### src/rtl/alu_acc_ctrl.sv
// -----------------------------------------------------------------------------
// alu_acc_ctrl
//   Sequential control stage around an external N-bit combinational ALU.
//   A command (opcode, operands, operand-A source) is accepted over a
//   valid/ready handshake and registered onto the ALU inputs. One cycle later
//   the ALU result and flags are captured, held for downstream over a second
//   valid/ready handshake, and folded into an accumulator, sticky carry/borrow
//   flags and a saturating completed-operation counter.
//
// Ports
//   clk, rst_n                 clock, asynchronous active-low reset
//   in_valid/in_ready          command handshake
//   in_op, in_a, in_b, in_src  opcode, operands, A source (1: use acc)
//   alu_a, alu_b, alu_sel      registered ALU inputs
//   alu_y, alu_zero,
//   alu_cout, alu_borrow       combinational ALU result and flags
//   out_valid/out_ready        result handshake
//   out_y, out_zero, out_cout,
//   out_borrow, out_err        registered result, flags, illegal-opcode flag
//   acc                        accumulator
//   sticky_cout, sticky_borrow OR of captured carries/borrows since last clear
//   clr_sticky, acc_clr        synchronous clears
//   op_cnt                     saturating count of handed-off results
// -----------------------------------------------------------------------------
module alu_acc_ctrl #(
    parameter int N     = 8,
    parameter int CNT_W = 8
) (
    input  logic             clk,
    input  logic             rst_n,
    input  logic             in_valid,
    output logic             in_ready,
    input  logic [3:0]       in_op,
    input  logic [N-1:0]     in_a,
    input  logic [N-1:0]     in_b,
    input  logic             in_src,
    output logic [N-1:0]     alu_a,
    output logic [N-1:0]     alu_b,
    output logic [3:0]       alu_sel,
    input  logic [N-1:0]     alu_y,
    input  logic             alu_zero,
    input  logic             alu_cout,
    input  logic             alu_borrow,
    output logic             out_valid,
    input  logic             out_ready,
    output logic [N-1:0]     out_y,
    output logic             out_zero,
    output logic             out_cout,
    output logic             out_borrow,
    output logic             out_err,
    output logic [N-1:0]     acc,
    output logic             sticky_cout,
    output logic             sticky_borrow,
    input  logic             clr_sticky,
    input  logic             acc_clr,
    output logic [CNT_W-1:0] op_cnt
);

    localparam logic [1:0] S_IDLE = 2'd0;
    localparam logic [1:0] S_EXEC = 2'd1;
    localparam logic [1:0] S_DONE = 2'd2;

    // Highest legal opcode (xor); anything above is flagged as an error.
    localparam logic [3:0] OP_MAX = 4'b0100;

    logic [1:0]       r_state;
    logic [1:0]       w_state_nxt;
    logic [N-1:0]     r_alu_a;
    logic [N-1:0]     r_alu_b;
    logic [3:0]       r_alu_sel;
    logic [N-1:0]     r_out_y;
    logic             r_out_zero;
    logic             r_out_cout;
    logic             r_out_borrow;
    logic             r_out_err;
    logic [N-1:0]     r_acc;
    logic             r_sticky_cout;
    logic             r_sticky_borrow;
    logic [CNT_W-1:0] r_op_cnt;

    logic             w_accept;
    logic             w_exec;
    logic             w_handoff;
    logic             w_illegal;

    // in_ready is gated by rst_n so it reads 0 while reset is held and
    // comes back as soon as reset is released with the FSM in IDLE.
    assign in_ready  = rst_n && (r_state == S_IDLE);
    assign w_accept  = in_valid && in_ready;
    assign w_exec    = (r_state == S_EXEC);
    assign w_handoff = (r_state == S_DONE) && out_ready;
    assign w_illegal = (r_alu_sel > OP_MAX);

    // NOTE: every signal assigned in always_comb gets a default first so no
    // path through the block leaves it unassigned (which would infer a latch).
    always_comb begin
        w_state_nxt = r_state;
        case (r_state)
            S_IDLE:  if (w_accept) w_state_nxt = S_EXEC;
            S_EXEC:  w_state_nxt = S_DONE;
            S_DONE:  if (out_ready) w_state_nxt = S_IDLE;
            default: w_state_nxt = S_IDLE;
        endcase
    end

    // NOTE: sequential state uses non-blocking assignments so every flop
    // samples pre-edge values regardless of statement order.
    always_ff @(posedge clk or negedge rst_n) begin
        if (!rst_n) r_state <= S_IDLE;
        else        r_state <= w_state_nxt;
    end

    // ALU operand registers: loaded only on accept, held otherwise.
    always_ff @(posedge clk or negedge rst_n) begin
        if (!rst_n) begin
            r_alu_a   <= '0;
            r_alu_b   <= '0;
            r_alu_sel <= '0;
        end else if (w_accept) begin
            r_alu_a   <= in_src ? r_acc : in_a;
            r_alu_b   <= in_b;
            r_alu_sel <= in_op;
        end
    end

    // Result capture at the end of the single EXEC cycle; stable through DONE.
    always_ff @(posedge clk or negedge rst_n) begin
        if (!rst_n) begin
            r_out_y      <= '0;
            r_out_zero   <= 1'b0;
            r_out_cout   <= 1'b0;
            r_out_borrow <= 1'b0;
            r_out_err    <= 1'b0;
        end else if (w_exec) begin
            r_out_y      <= alu_y;
            r_out_zero   <= alu_zero;
            r_out_cout   <= alu_cout;
            r_out_borrow <= alu_borrow;
            r_out_err    <= w_illegal;
        end
    end

    // A legal capture takes priority over a coincident acc_clr.
    always_ff @(posedge clk or negedge rst_n) begin
        if (!rst_n)                    r_acc <= '0;
        else if (w_exec && !w_illegal) r_acc <= alu_y;
        else if (acc_clr)              r_acc <= '0;
    end

    // Clear-then-OR: a coincident clear still keeps the flags of this capture.
    always_ff @(posedge clk or negedge rst_n) begin
        if (!rst_n) begin
            r_sticky_cout   <= 1'b0;
            r_sticky_borrow <= 1'b0;
        end else if (w_exec) begin
            r_sticky_cout   <= (r_sticky_cout   && !clr_sticky) || alu_cout;
            r_sticky_borrow <= (r_sticky_borrow && !clr_sticky) || alu_borrow;
        end else if (clr_sticky) begin
            r_sticky_cout   <= 1'b0;
            r_sticky_borrow <= 1'b0;
        end
    end

    always_ff @(posedge clk or negedge rst_n) begin
        if (!rst_n)                            r_op_cnt <= '0;
        else if (w_handoff && r_op_cnt != '1)  r_op_cnt <= r_op_cnt + CNT_W'(1);
    end

    assign alu_a         = r_alu_a;
    assign alu_b         = r_alu_b;
    assign alu_sel       = r_alu_sel;
    assign out_valid     = (r_state == S_DONE);
    assign out_y         = r_out_y;
    assign out_zero      = r_out_zero;
    assign out_cout      = r_out_cout;
    assign out_borrow    = r_out_borrow;
    assign out_err       = r_out_err;
    assign acc           = r_acc;
    assign sticky_cout   = r_sticky_cout;
    assign sticky_borrow = r_sticky_borrow;
    assign op_cnt        = r_op_cnt;

endmodule

### config.mk
export PLATFORM = sky130hd
export DESIGN_NAME = alu_acc_ctrl
export DESIGN_NICKNAME = d
export VERILOG_FILES = /design/src/rtl/alu_acc_ctrl.sv
export SDC_FILE = /design/constraint.sdc
export NUM_CORES = 1
export LEC_CHECK = 0
export BUFFER_PORTS_ARGS = -buffer_cell sky130_fd_sc_hd__buf_4
export CAP_MARGIN = 0
export CORE_MARGIN = 2
export CORE_UTILIZATION = 50
export CTS_CLUSTER_DIAMETER = 50
export DETAILED_ROUTE_END_ITERATION = 8
export PLACE_DENSITY = 0.82
export SLEW_MARGIN = 20
export SYNTH_ARGS = -nofsm -noshare
export SYNTH_HDL_FRONTEND = slang
export SYNTH_SLANG_ARGS = --single-unit
### constraint.sdc
create_clock -name clk -period 3.4 [get_ports clk]
set_input_delay 0.17 -clock clk [delete_from_list [all_inputs] [get_ports clk]]
set_output_delay 0.17 -clock clk [all_outputs]
set_load 0.01 [all_outputs]
Word-level counts from Yosys, hierarchy flattened
Index checks and enable logic that the tools add are counted.
W data, S select, Z words.

storage, ports and cells
  bits in registers = 52
  bits in latches = 0
  RAM bits = 0
  bits in read-only memories = 0
  input bits = 38
  output and inout port bits = 52
  memories = 0

cells by class
  $add $sub $neg = 1
  multiply operators = 0
  divide/modulo/power cells = 0
  $lt $le $gt $ge = 1
  eq/ne operators = 5
  shifts and indexed selects = 0
  multiplexer cells = 9
  bitwise logic cells = 0
  reductions and logical operators = 15

operator list
  cell                   number
  $mux W8                3
  $add A8 B1 Y8 const B  1
  $ne A8 B8 Y1 const B   1
  $logic_and A1 B1 Y1    7
  $pmux W2 S3            1
  $gt A4 B3 Y1 const B   1
  $mux W2                2
  $reduce_bool A2 Y1     2
  $mux W1                3
  $eq A2 B1 Y1 const B   1
  $eq A2 B2 Y1 const B   1
  $logic_not A1 Y1       2
  $logic_not A2 Y1       1
  $logic_or A1 B1 Y1     2
  $ne A2 B1 Y1 const B   1
  $ne A2 B2 Y1 const B   1
  $reduce_and A2 Y1      1

Logic depth before layout (Yosys ltp)
Gate-level depths: netlist of the first run.

  word-level depth = 5
  gate-level depth with buffers = 5
  gate-level depth less buffers = 4

Worst setup path after synthesis of the first run
OpenSTA, ideal clock, no wires.

  path type = register -> register
  from = reg r_op_cnt[0] (netlist: op_cnt[0])
  to = reg r_op_cnt[1] (netlist: op_cnt[1])
  library setup time = 125 ps
  data arrival time = 1338 ps
  setup slack = 1937 ps
  cell stages (with the launch flop) = 5
  path buffers = 0
  clock period less this slack = 1463 ps
  cell sequence = dfrtp_1 ha_1 and3_1 a21o_1 mux2_2

between the ends
  word-level cells in the longest chain between the ends = 2
  elaborated cells on any way between the ends = 3

RTL lines
  element                                                                RTL line  text
  from (decl)                                                            79        logic [CNT_W-1:0] r_op_cnt;
  from (signal assigned)                                                 166       else if (w_handoff && r_op_cnt != '1) r_op_cnt <= r_op_cnt + CNT_W'(1);
  parallel branches: the longest is 2 deep, another holds $add A8 B1 Y8  -

Several ways; the timed one is not identified.
A chain may end at the register's enable or synchronous reset.

Worst setup path after layout of the first run
  from = in rst_n
  to = reg r_alu_b[1] (netlist: alu_b[1])

between the ends
  word-level cells in the longest chain between the ends = 2

RTL lines
  element               RTL line  text
  from (decl)           30        input logic rst_n,
  $logic_and A1 B1 Y1   88        assign in_ready = rst_n && (r_state == S_IDLE);
  $logic_and A1 B1 Y1   89        assign w_accept = in_valid && in_ready;
  to (signal assigned)  121       r_alu_b <= in_b;
  to (decl)             69        logic [N-1:0] r_alu_b;

Every way passes these cells.

==> impl_metrics.json, run 1 <==
{
  "status": "completed",
  "cts_sinks": 52,
  "setup-tns-final_ns": 0,
  "reg2reg_from": "r_state[1]$_DFFE_PN0P_",
  "vias_per_cell": 5.26,
  "cts_root_buf": "clkbuf_8",
  "ff2ff_setup_slack_ns": 1.57,
  "syn-num-nets": 224,
  "synth_seq_cells": 52,
  "required_ns": 3.59,
  "grt_pass1_wl_mm": 8.24,
  "rows": 24,
  "postRouteAntennaNets": 0,
  "crit_path_start": "rst_n",
  "cts_buffer_depth": 2,
  "synthFlopType": "dfrtp_1",
  "cts_buffers": 5,
  "clk_pin_slew_ns": 0.09,
  "cap_violations": 0,
  "final-setup-viol-count": 0,
  "path_class": "input port to flip-flop",
  "tightest_slew_ns": 0.653,
  "worst_setup_path_end_kind": "flip-flop",
  "vdd_drop_max_uv": 322,
  "min_period_ns": 2.26,
  "drt_iter0_drc": 154,
  "min_period_over_period_pct": 66.6,
  "vias": 1730,
  "synth_top_family_by_area": "simple AND/OR/NAND/NOR gates",
  "io_pins": 90,
  "synth_cell_types": 36,
  "grt_max_degree": 55,
  "crit_slowest_cell": "and4bb_2",
  "cp-start-kind": "input port",
  "cts-htree-levels": 2,
  "coreArea_um2": 4320,
  "drcViolationCount": 0,
  "synthMuxAreaShare_pct": 15.3,
  "drt-total-wl_mm": 5.05,
  "initial_utilization_pct": 51.2,
  "hold_class": "input port to flip-flop",
  "max_stage_delay_ns": 0.79,
  "drive_above_1_share_pct": 44.0,
  "dieWidth_um": 70.6,
  "dr.pass1.iters": 4,
  "seq_area_frac_synth_pct": 58.8,
  "post-route-util_pct": 69.6,
  "synth_edf_count": 0,
  "dp_hpwl_mm": 3.66,
  "routedWlPerCell_um": 15.4,
  "crit_fanout": 54,
  "area_growth_pct": 35.9,
  "ys_warn_count": 0,
  "cts_tree": "done",
  "critPathCapture": "alu_b[1]$_DFFE_PN0P_",
  "finalHoldViolations": 0,
  "p_leak_nw": 1.54,
  "netlist_instances": 185,
  "overflow": 0,
  "synth_xor_area_share_pct": 1.19,
  "avgSynthCellArea_um2": 12.0,
  "port_buffers": 89,
  "rsz0062_at_grt": "no",
  "gp_congestion": 0.797,
  "synth_area_um2": 2210,
  "finClkSkew_ns": 0.00642,
  "synth-simple-area-share_pct": 15.3,
  "pwr_density_cell_nw_per_um2": 605,
  "nFillCells": 340,
  "r2r-end": "acc[7]$_DFFE_PN0P_",
  "cp.arrival_ns": 2.45,
  "r2r_cells": 3,
  "die-area_um2": 4980,
  "post_cts_buffers": 0,
  "drv_slew": 0,
  "clock.fmax_ghz": 0.442,
  "ys_async_sr_fraction_pct": 100,
  "fin_nets": 315,
  "antenna_cells": 0,
  "worstSkewPairLatency_ns": 0.30,
  "cp_cell_sequence": "dlygate4sd3_1 -> buf_4 -> and4bb_2 -> mux2_2",
  "die_y_um": 70.6,
  "synth-compound-area-share_pct": 6.67,
  "slew_headroom_pct": 56.5,
  "grt_antenna_before_repair": 0,
  "grt_pass1_vias": 1705,
  "synthAdderAreaFrac_pct": 0.565,
  "gr-usage-all-layers_pct": 20.9
}
-- registers in the layout, summed over array words and instances (netlist names), 2 cells and up --
| signal | cells |
|---|---|
| acc | 8 |
| alu_a | 8 |
| alu_b | 8 |
| alu_sel | 4 |
| op_cnt | 8 |
| out_y | 8 |
| r_state | 2 |
-- worst min-delay path by stage --
stage               slack, ns  cells past startpoint              endpoint  startpoint
global placement         0.24                      1  alu_b[0]$_DFFE_PN0P_       rst_n
finish                   0.07                      3  out_y[2]$_DFFE_PN0P_    alu_y[2]
global route             0.06                      3  out_y[2]$_DFFE_PN0P_    alu_y[2]
detailed placement       0.25                      1  alu_b[0]$_DFFE_PN0P_       rst_n
CTS                      0.06                      3  out_y[2]$_DFFE_PN0P_    alu_y[2]
floorplan               -0.13                      0    acc[0]$_DFFE_PN0P_       rst_n
-- cell type report --
type	instances	area [um^2]	share of cell area [%]
sequential	52	1300	43.2
multi-input combinational	124	865	28.7
timing repair buffer	90	678	22.5
clock buffer	8	90.1	2.99
tap	52	65.1	2.16
inverter	3	11.3	0.374
-- stage by stage --
step	cells	hold slack (ns)	cell area (um^2)	power [W]	worst slack (ns)
2_1_floorplan	185	-0.126	2210	0.00114	1.94
3_3_place_gp	320	0.241	2910	0.00146	1.39
3_5_place_dp	320	0.245	2910	0.00148	1.34
4_1_cts	329	0.0598	3010	0.00184	1.13
5_1_grt	329	0.0617	3010	0.00193	0.996
6_report	329	0.0656	3010	0.00182	1.14
-- metal layers --
metal / global-route usage [%] / part of all wire, % / up-vias
met2: 33.2 / 47 / 78
met1: 28.4 / 43 / 833
met3: 5.41 / 8.4 / 11
met4: 7.13 / 0.89 / 0
met5: 0 / 0 / -
li1: - / - / 808
-- cell families (layout without fill, tap and decap cells) --
group                    Yosys count  after routing
flip-flops                        52             52
AO/OA/AOI/OAI                     21             21
AND/OR/NAND/NOR                   68             68
XOR/XNOR                           3              3
multiplexers                      31             31
buffers and inverters              9            101
adder cells (fa/ha/maj)            1              1
-- timing repair --
item | in CTS | in global routing
setup endpoints to repair | 0 | 0
hold buffers | 1 | 0
endpoints found under the hold margin | 52 | 0
gates resized for setup | 0 | 0
-- critical path, delay by kind of cell --
family	cells	cell delay (ns)
muxes	1	0.41
and+or+nand+nor	1	0.79
buffers and inverters	2	1.06
-- layout by cell type, fill, tap and decap left out, types with 3 or more instances in the layout --
cell / Yosys / final
mux2_2: 23 / 23
nor2b_1: 8 / 8
inv_1: 3 / 3
o21ai_0: 4 / 4
nand2_1: 37 / 37
clkbuf_8: 0 / 6
a21oi_1: 8 / 8
dfrtp_1: 52 / 52
nor2_1: 8 / 8
mux2i_1: 8 / 8
buf_4: 2 / 89
-- cell usage after synthesis (3+ instances only) --
| library cell | number | area (um^2) |
|---|---|---|
| dfrtp_1 | 52 | 1300 |
| nand2_1 | 37 | 139 |
| mux2_2 | 23 | 259 |
| a21oi_1 | 8 | 40.0 |
| mux2i_1 | 8 | 80.1 |
| nor2_1 | 8 | 30.0 |
| nor2b_1 | 8 | 50.1 |
| o21ai_0 | 4 | 20.0 |
| inv_1 | 3 | 11.3 |
-- power breakdown --
group	switching, W	internal, W
clock	0.000190	0.000166
combinational	0.000261	0.000323
sequential	0.000114	0.000767
Power figures use the tool's default switching activity.
==> run 2: changes to the inputs <==
--- a/config.mk
+++ b/config.mk
@@ -8,10 +8,10 @@
 export BUFFER_PORTS_ARGS = -buffer_cell sky130_fd_sc_hd__buf_4
 export CAP_MARGIN = 0
 export CORE_MARGIN = 2
-export CORE_UTILIZATION = 50
+export CORE_UTILIZATION = 43
 export CTS_CLUSTER_DIAMETER = 50
 export DETAILED_ROUTE_END_ITERATION = 8
-export PLACE_DENSITY = 0.82
+export PLACE_DENSITY = 0.75
 export SLEW_MARGIN = 20
 export SYNTH_ARGS = -nofsm -noshare
 export SYNTH_HDL_FRONTEND = slang
==> constraint.sdc (replaced) <==
create_clock -name clk -period 1.8 [get_ports clk]
set_input_delay 0.09 -clock clk [delete_from_list [all_inputs] [get_ports clk]]
set_output_delay 0.09 -clock clk [all_outputs]
set_load 0.01 [all_outputs]
==> run 2 against run 1 <==
  * The flow now finishes with violations (negative hold slack)
  * Flip-flop and latch count unchanged
  * Hold slack got worse by 0.14 ns
  * Final area increased by 4.1%
  * Largest cell class unchanged
  * Combinational power increased by 92%
  * Register-to-register slack got worse by 1.3 ns
==> impl_metrics.json, run 2 (synthesized netlist as in run 1, its figures left out) <==
{
  "status": "finished with violations",
  "violations": "negative hold slack",
  "cp.arrival_ns": 1.77,
  "drt-total-wl_mm": 5.04,
  "antenna_cells": 0,
  "die-area_um2": 5740,
  "cp_cell_sequence": "and4bb_2 -> buf_4 -> nor2_1 -> a21oi_1",
  "setup-tns-final_ns": 0,
  "hold_class": "input port to async pin",
  "dp_hpwl_mm": 3.67,
  "r2r-end": "alu_a[1]$_DFFE_PN0P_",
  "dr.pass1.iters": 3,
  "gp_congestion": 0.748,
  "drcViolationCount": 0,
  "layout_common_cells": "buf_4, dfrtp_1, nand2_1",
  "cts-htree-levels": 2,
  "grt_pass1_vias": 1748,
  "cts_buffers": 5,
  "fin_nets": 327,
  "crit_fanout": 15,
  "cts_buffer_depth": 2,
  "postCtsHoldBufs": 9,
  "multi_input_area_um2": 865,
  "clock.fmax_ghz": 0.648,
  "worstSkewPairLatency_ns": 0.30,
  "nFillCells": 443,
  "finClkSkew_ns": 0.00981,
  "rows": 26,
  "pwr_density_cell_nw_per_um2": 1080,
  "seq_area_um2": 1300,
  "path_class": "flip-flop to flip-flop",
  "port_buffers": 89,
  "final_common_cell": "buf_4",
  "grt_max_degree": 54,
  "r2r_cells": 4,
  "cts_root_buf": "clkbuf_8",
  "post_cts_buffers": 0,
  "post_cts_resized": 0,
  "coreArea_um2": 5040,
  "final-setup-viol-count": 0,
  "drt_iter0_drc": 43,
  "postRouteAntennaNets": 0,
  "required_ns": 2.03,
  "finalWorstSetupSlack_ns": 0.258,
  "tightest_slew_ns": 0.653,
  "holdWs_ns": -0.0772,
  "grt_pass1_wl_mm": 8.10,
  "min_period_over_period_pct": 85.7,
  "cp-start-kind": "flip-flop",
  "min_period_ns": 1.54,
  "cts_sinks": 52,
  "vias_per_cell": 4.86,
  "vdd_drop_max_uv": 507,
  "finalHoldViolations": 52,
  "place_ws_ns": 0.246,
  "routedWlPerCell_um": 14.1,
  "io_pins": 90,
  "cap_violations": 0,
  "gr-usage-all-layers_pct": 18.7,
  "p_leak_nw": 1.59,
  "drv_slew": 0,
  "vias": 1739,
  "reg2reg_from": "r_state[1]$_DFFE_PN0P_",
  "die_y_um": 75.8,
  "cts_tree": "done",
  "initial_utilization_pct": 43.9,
  "drive_above_1_share_pct": 43.4,
  "worst_setup_path_end_kind": "flip-flop",
  "area_growth_pct": 41.5,
  "ff2ff_setup_slack_ns": 0.26,
  "dieWidth_um": 75.8,
  "grt_antenna_before_repair": 0,
  "crit_slowest_cell": "and4bb_2",
  "overflow": 0,
  "slew_headroom_pct": 56.5,
  "instances_no_fill": 358,
  "rsz0062_at_grt": "no",
  "placed_cells": 341,
  "max_stage_delay_ns": 0.59,
  "clk_pin_slew_ns": 0.09
}
==> run 2: changes by cell type in the layout (fill, tap and decap cells not counted) <==
cell,previous run,this run
dlygate4sd3_1,1,10
clkbuf_8,6,5
buf_4,89,92
clkinv_2,0,1
clkbuf_1,2,1
==> run 2: how the worst max path moves through the flow <==
| stage | startpoint | slack, ns | endpoint | cells after the start |
|---|---|---|---|---|
| global route | r_state[1]$_DFFE_PN0P_ | 0.12 | alu_a[7]$_DFFE_PN0P_ | 4 |
| finish | r_state[1]$_DFFE_PN0P_ | 0.26 | alu_a[1]$_DFFE_PN0P_ | 4 |
| detailed placement | r_state[1]$_DFFE_PN0P_ | 0.25 | alu_a[0]$_DFFE_PN0P_ | 4 |
| CTS | r_state[1]$_DFFE_PN0P_ | 0.24 | alu_a[1]$_DFFE_PN0P_ | 4 |
| floorplan | op_cnt[0]$_DFFE_PN0P_ | 0.34 | op_cnt[1]$_DFFE_PN0P_ | 4 |
| global placement | r_state[1]$_DFFE_PN0P_ | 0.31 | alu_b[6]$_DFFE_PN0P_ | 2 |
==> run 2: power breakdown <==
| group | switching [W] | internal [W] | total, W |
|---|---|---|---|
| registers | 0.000203 | 0.00145 | 0.00165 |
| logic | 0.000493 | 0.000629 | 0.00112 |
| clock network | 0.000353 | 0.000265 | 0.000618 |
==> run 2: stage by stage <==
stage	hold slack (ns)	utilization, %	cell area, um^2	power, W
floorplan	-0.206	-	2210	0.00216
global placement	0.262	58.6	2960	0.00276
detailed placement	0.272	58.6	2960	0.00280
CTS	-0.0591	61.9	3120	0.00343
global route	-0.0412	62.1	3130	0.00362
finish	-0.0772	62.1	3130	0.00339
==> run 2: final cells by class <==
cell class,instances,area share (%)
clock buffers,6,2.32
clock inverters,1,0.160
inverters,3,0.359
multi-input cells,124,27.6
flip-flops and latches,52,41.5
well taps,70,2.80
repair buffers,102,25.2
==> run 2: worst max-delay path: cells and delay by family, from the launching register on <==
family / cells / cell delay, ns
buf+inv: 1 / 0.27
compound gates: 1 / 0.12
simple gates: 2 / 0.64
flops: 1 / 0.45
==> run 2: routing by layer <==
metal	global-route usage (%)	up-vias	part of all wire, %
met5	0	-	0
met4	5.26	0	1.4
met3	6.75	9	7.7
met2	31.7	61	50
met1	22.4	837	41
li1	-	832	-
